--- src/rtl/pwm_shadow_bank.sv ---
// pwm_shadow_bank: per-channel scratch registers committed to live PWM compare/fraction
// outputs either immediately or at the next period boundary, with timeout and error flags.
module pwm_shadow_bank #(
  parameter int NCH = 2,
  parameter int WIDTH = 19,
  parameter int DSBITS = 8,
  parameter int REGBITS = 4,
  parameter logic [WIDTH-1:0] CMP_RESET = 19'h50005,
  parameter logic [DSBITS-1:0] DS_RESET = 8'h12,
  parameter int TIMEOUT = 2 ** 20
) (
  input  logic                    clk,
  input  logic                    rst_n,
  input  logic [REGBITS-1:0]      regAddr,
  input  logic [7:0]              regData,
  input  logic                    regDataValid,
  input  logic                    period_start,
  output logic [NCH*WIDTH-1:0]    cmp_out,
  output logic [NCH*DSBITS-1:0]   ds_out,
  output logic [NCH-1:0]          dirty,
  output logic                    pending,
  output logic                    applied,
  output logic                    err_drop,
  output logic                    err_timeout
);
  localparam int CW = $clog2(TIMEOUT);
  localparam logic [REGBITS-1:0] CTRL_A = REGBITS'(4 * NCH);
  localparam logic [REGBITS-1:0] MODE_A = REGBITS'(4 * NCH + 1);
  typedef enum logic {IDLE, PENDING} state_t;
  state_t state, state_n;
  logic [NCH*WIDTH-1:0] sc_cmp;
  logic [NCH*DSBITS-1:0] sc_ds;
  logic [WIDTH-1:0] mrg [NCH];
  logic [NCH-1:0] mask, mask_n, app, hit, blk, wen, drop, ctrl_d;
  logic [CW-1:0] cnt;
  logic [REGBITS-3:0] ch;
  logic [1:0] off;
  logic sync_mode, is_ch, is_ctrl, is_mode, off_ok, tmo;
  assign ch = regAddr[REGBITS-1:2];
  assign off = regAddr[1:0];
  assign ctrl_d = regData[NCH-1:0];
  assign is_ch = regDataValid && regAddr < CTRL_A;
  assign is_ctrl = regDataValid && regAddr == CTRL_A;
  assign is_mode = regDataValid && regAddr == MODE_A;
  assign off_ok = off != 2'd2 || WIDTH > 16;
  assign pending = state == PENDING;
  // masked channels are frozen while a sync commit waits
  assign blk = pending ? mask : '0;
  assign wen = hit & {NCH{off_ok}} & ~blk;
  assign drop = hit & blk;
  for (genvar k = 0; k < NCH; k++) begin : g_ch
    logic [23:0] ext;
    assign ext = 24'(sc_cmp[k*WIDTH +: WIDTH]);
    assign mrg[k] = WIDTH'(off == 2'd0 ? {ext[23:8], regData} :
                           off == 2'd1 ? {ext[23:16], regData, ext[7:0]} :
                                         {regData, ext[15:0]});
    assign hit[k] = is_ch && ch == (REGBITS-2)'(k);
  end
  always_comb begin
    state_n = state;
    mask_n = mask;
    app = '0;
    tmo = 1'b0;
    if (state == IDLE) begin
      if (is_ctrl && ctrl_d != '0) begin
        if (!sync_mode || period_start) app = ctrl_d;
        else begin
          state_n = PENDING;
          mask_n = ctrl_d;
        end
      end
    end else begin
      mask_n = is_ctrl ? mask | ctrl_d : mask;
      if (period_start || cnt == CW'(TIMEOUT - 1)) begin
        app = mask_n;
        mask_n = '0;
        state_n = IDLE;
        tmo = !period_start;
      end
    end
  end
  always_ff @(posedge clk or negedge rst_n) begin
    if (!rst_n) state <= IDLE;
    else state <= state_n;
  end
  always_ff @(posedge clk or negedge rst_n) begin
    if (!rst_n) begin
      sc_cmp <= {NCH{CMP_RESET}};
      cmp_out <= {NCH{CMP_RESET}};
      sc_ds <= {NCH{DS_RESET}};
      ds_out <= {NCH{DS_RESET}};
      dirty <= '0;
      applied <= 1'b0;
      err_drop <= 1'b0;
      err_timeout <= 1'b0;
      mask <= '0;
      sync_mode <= 1'b0;
      cnt <= '0;
    end else begin
      for (int k = 0; k < NCH; k++) begin
        if (wen[k] && off == 2'd3) sc_ds[k*DSBITS +: DSBITS] <= regData[DSBITS-1:0];
        if (wen[k] && off != 2'd3) sc_cmp[k*WIDTH +: WIDTH] <= mrg[k];
        if (app[k]) cmp_out[k*WIDTH +: WIDTH] <= sc_cmp[k*WIDTH +: WIDTH];
        if (app[k]) ds_out[k*DSBITS +: DSBITS] <= sc_ds[k*DSBITS +: DSBITS];
      end
      dirty <= (dirty & ~app) | wen;
      applied <= |app;
      err_drop <= is_mode ? 1'b0 : err_drop | (|drop);
      err_timeout <= is_mode ? 1'b0 : err_timeout | tmo;
      sync_mode <= is_mode ? regData[0] : sync_mode;
      mask <= mask_n;
      cnt <= (state == PENDING && state_n == PENDING) ? cnt + 1'b1 : '0;
    end
  end
endmodule

--- config.mk ---
export PLATFORM = sky130hd
export DESIGN_NAME = pwm_shadow_bank
export DESIGN_NICKNAME = d
export VERILOG_FILES = /design/src/rtl/pwm_shadow_bank.sv
export SDC_FILE = /design/constraint.sdc
export NUM_CORES = 1
export LEC_CHECK = 0
export ABC_AREA = 1
export BUFFER_PORTS_ARGS = -buffer_cell sky130_fd_sc_hd__buf_2
export CORE_MARGIN = 3
export CORE_UTILIZATION = 52
export CTS_CLUSTER_SIZE = 8
export DETAILED_ROUTE_END_ITERATION = 7
export PLACE_DENSITY = 0.76
export RECOVER_POWER = 25
export SYNTH_ARGS = -nofsm -noshare
export SYNTH_HDL_FRONTEND = slang
export SYNTH_SLANG_ARGS = --single-unit
--- constraint.sdc ---
create_clock -name clk -period 1.69 [get_ports clk]
set_clock_uncertainty 0.05 [all_clocks]
set_input_delay 0.0845 -clock clk [delete_from_list [all_inputs] [get_ports clk]]
set_output_delay 0.0845 -clock clk [all_outputs]
set_load 0.1 [all_outputs]
==> results.json <==
{
  "core_um2": 10940,
  "drt_iter0_drc": 411,
  "wl_met2_mm": 7.054,
  "cts.sinks": 137,
  "clk_pin_slew_ns": 0.06,
  "gp_congestion": 0.8659,
  "initial_core_util_pct": 53.49,
  "diodes": 0,
  "die-height_um": 112.1,
  "cts.path.max_buffers": 2,
  "maxSlewViolCount": 0,
  "crit_end": "ds_out[13]",
  "cellPowerDensity_nw_per_um2": 1464,
  "dp_hpwl_mm": 9.473,
  "grt_first_pass_wirelength_mm": 23.38,
  "cts_tree": "yes",
  "placed_cell_area_um2": 6474,
  "yosysTopAreaCell": "dfrtp_1",
  "fin_area_um2": 7188,
  "dp_slack_ns": -0.02605,
  "cp.arrival_ns": 1.84,
  "clockRootBuffer": "clkbuf_16",
  "worst_ir_drop_vdd_uv": 1186,
  "layout-drive-gt1-share_pct": 28.08,
  "worst_slew_pin_slew_ns": 1.123,
  "fp-row-count": 38,
  "wl_met1_mm": 6.037,
  "yosysMostFrequentCell": "nand2_1",
  "reg2reg_depth": 9,
  "grt_pass1_vias": 4765,
  "via_per_inst": 5.351,
  "grt_max_degree": 41,
  "antenna_found_initial": 0,
  "synth-edff-count": 0,
  "rsz0062_at_grt": "true",
  "ys_types": 34,
  "area_delta_synth_final_pct": 22.89,
  "cts_htree_levels": 4,
  "vias": 4655,
  "hold_class": "primary input to flip-flop",
  "setup_tns_ns": 0,
  "startpoint_type": "flip-flop",
  "grt-ovfl-total": 0,
  "worstPathRequired_ns": 1.93,
  "worstReg2RegStart": "cnt[0]",
  "rr_endpoint": "ds_out[13]",
  "synth_top_area_share_pct": 48.34,
  "die_area_um2": 12560,
  "syn_area_um2": 5849,
  "synthTopCellsByArea": "dfrtp_1 (48%), nand2_1 (13%), dfstp_2 (11%), o21ai_0 (4.2%), nand3_1 (3.9%)",
  "synth_seq_cells": 137,
  "synth-main-ff-cell": "dfrtp_1",
  "die_w_um": 112.1,
  "synth.top_cells.by_count": "nand2_1 (201), dfrtp_1 (113), o21ai_0 (49)",
  "hold_violations": 0,
  "syn_inst": 623,
  "io_buffers": 75,
  "p_leak_nw": 3.695,
  "status": "finished, final reports clean",
  "max_slew_margin_pct": 25.13,
  "wl_met3_um": 742,
  "path_class": "flip-flop to flip-flop",
  "clkLatencyLatePin_ns": 0.41,
  "grtUsageTotal_pct": 23.38,
  "cts_buffers": 17,
  "yosysWarnings": 0,
  "synth_area_per_cell_um2": 9.389,
  "yosysSeqAreaShare_pct": 59.12,
  "finalWirelength_mm": 14.07,
  "crit_fanout": 20,
  "min_period_ns": 1.605,
  "first_pass_iters": 5,
  "boundaryPins": 76,
  "report.final.setup_viol": 0,
  "fin_ws_ns": 0.08497,
  "fmax_ghz": 0.6230,
  "layout.nets": 734,
  "r2r_setup_slack_ns": 0.08,
  "wl_per_cell_um": 16.18,
  "syn_nets": 640,
  "crit_start": "cnt[0]",
  "highest_layer": "met4",
  "ant_nets": 0,
  "finalCritPeriodShare_pct": 94.97,
  "async_reset_ff_share_pct": 100.0,
  "drv_cap": 0,
  "endpoint_kind": "flip-flop",
  "drc_errors": 0
}
-- worst max-delay path: stages, from the launching register on --
cell     delay, ns
dfrtp_1       0.39
ha_4          0.17
nand3_4       0.11
nor2_8        0.15
nand3_4       0.09
nand2_4       0.10
nand2_4       0.09
buf_12        0.18
nand3_1       0.08
nand2_1       0.07
-- logic make-up after synthesis --
group / share of synthesized area, %
adder cells (fa/ha/maj): 0.2139
buffers and inverters: 5.112
AND/OR/NAND/NOR: 27.34
AO/OA/AOI/OAI: 6.417
XOR/XNOR: 1.797
flip-flops: 59.12
-- metal layers --
layer	vias to the layer above	global-route usage (%)
met2	143	38.33
met4	0	8.574
met1	2301	30.15
met3	18	6.307
met5	-	0
li1	2193	-
-- state kept, by name, indices dropped and copies added (netlist names) --
register	cells
err_drop	1
cnt	20
sc_ds	16
applied	1
ds_out	16
mask	2
pending	1
sc_cmp	38
sync_mode	1
dirty	2
cmp_out	38
err_timeout	1
-- through the flow --
step	util [%]	instances	hold slack [ns]	power [mW]
floorplan	-	623	-0.2611	6.295
global placement	59.20	833	0.06863	6.773
detailed placement	59.20	833	0.07479	6.845
CTS	65.00	866	0.002973	10.58
global route	65.73	870	0.05765	10.92
finish	65.73	870	0.02277	10.52
-- worst min path at each step --
stage / start / endpoint / slack, ns / depth (start not counted)
after floorplan: rst_n / applied / -0.26 / 0
after global routing: regData[7] / sc_cmp[7] / 0.06 / 3
after global placement: rst_n / cnt[13] / 0.07 / 1
after CTS: period_start / err_timeout / 0.003 / 4
after detailed placement: rst_n / cnt[2] / 0.07 / 1
final: period_start / err_timeout / 0.02 / 4
-- power breakdown --
part           total [mW]  internal [mW]  switching [mW]  leakage, nW
clock network        3.71           2.35            1.36        0.290
registers            4.19           3.87           0.319         1.73
logic                2.62          0.445            2.18         1.68
total                10.5           6.67            3.86         3.69
-- cells in the final DEF, fill, tap and decap left out, drive strengths merged --
cell type / n
nand4: 8
nand3: 68
o21a: 1
inv: 39
clkinv: 7
xor2: 8
a31oi: 1
dfrtp: 113
dfstp: 24
o21ai: 49
clkinvlp: 2
dlygate4sd3: 1
nand3b: 1
bufinv: 3
xnor2: 4
a211oi: 2
clkbuf: 21
nor3: 5
ha: 1
nor3b: 2
buf: 98
nand2: 208
a21oi: 13
o41ai: 1
a21boi: 1
nor2: 49
-- cell type report --
cell class	instances	area, µm²
fill	865	3747
sequential	137	3463
multi-input combinational	422	2170
timing repair buffer	100	635.6
clock buffer	20	446.7
tap	140	175.2
clock inverter	12	151.4
inverter	39	146.4
-- timing repair --
action / CTS / global route
setup buffers: 0 / 4
hold buffers: 1 / 0
setup endpoints to repair: 32 / 79
resized for setup: 5 / 11
hold endpoints to repair: 31 / 0
(Power assumes the default switching activity.)
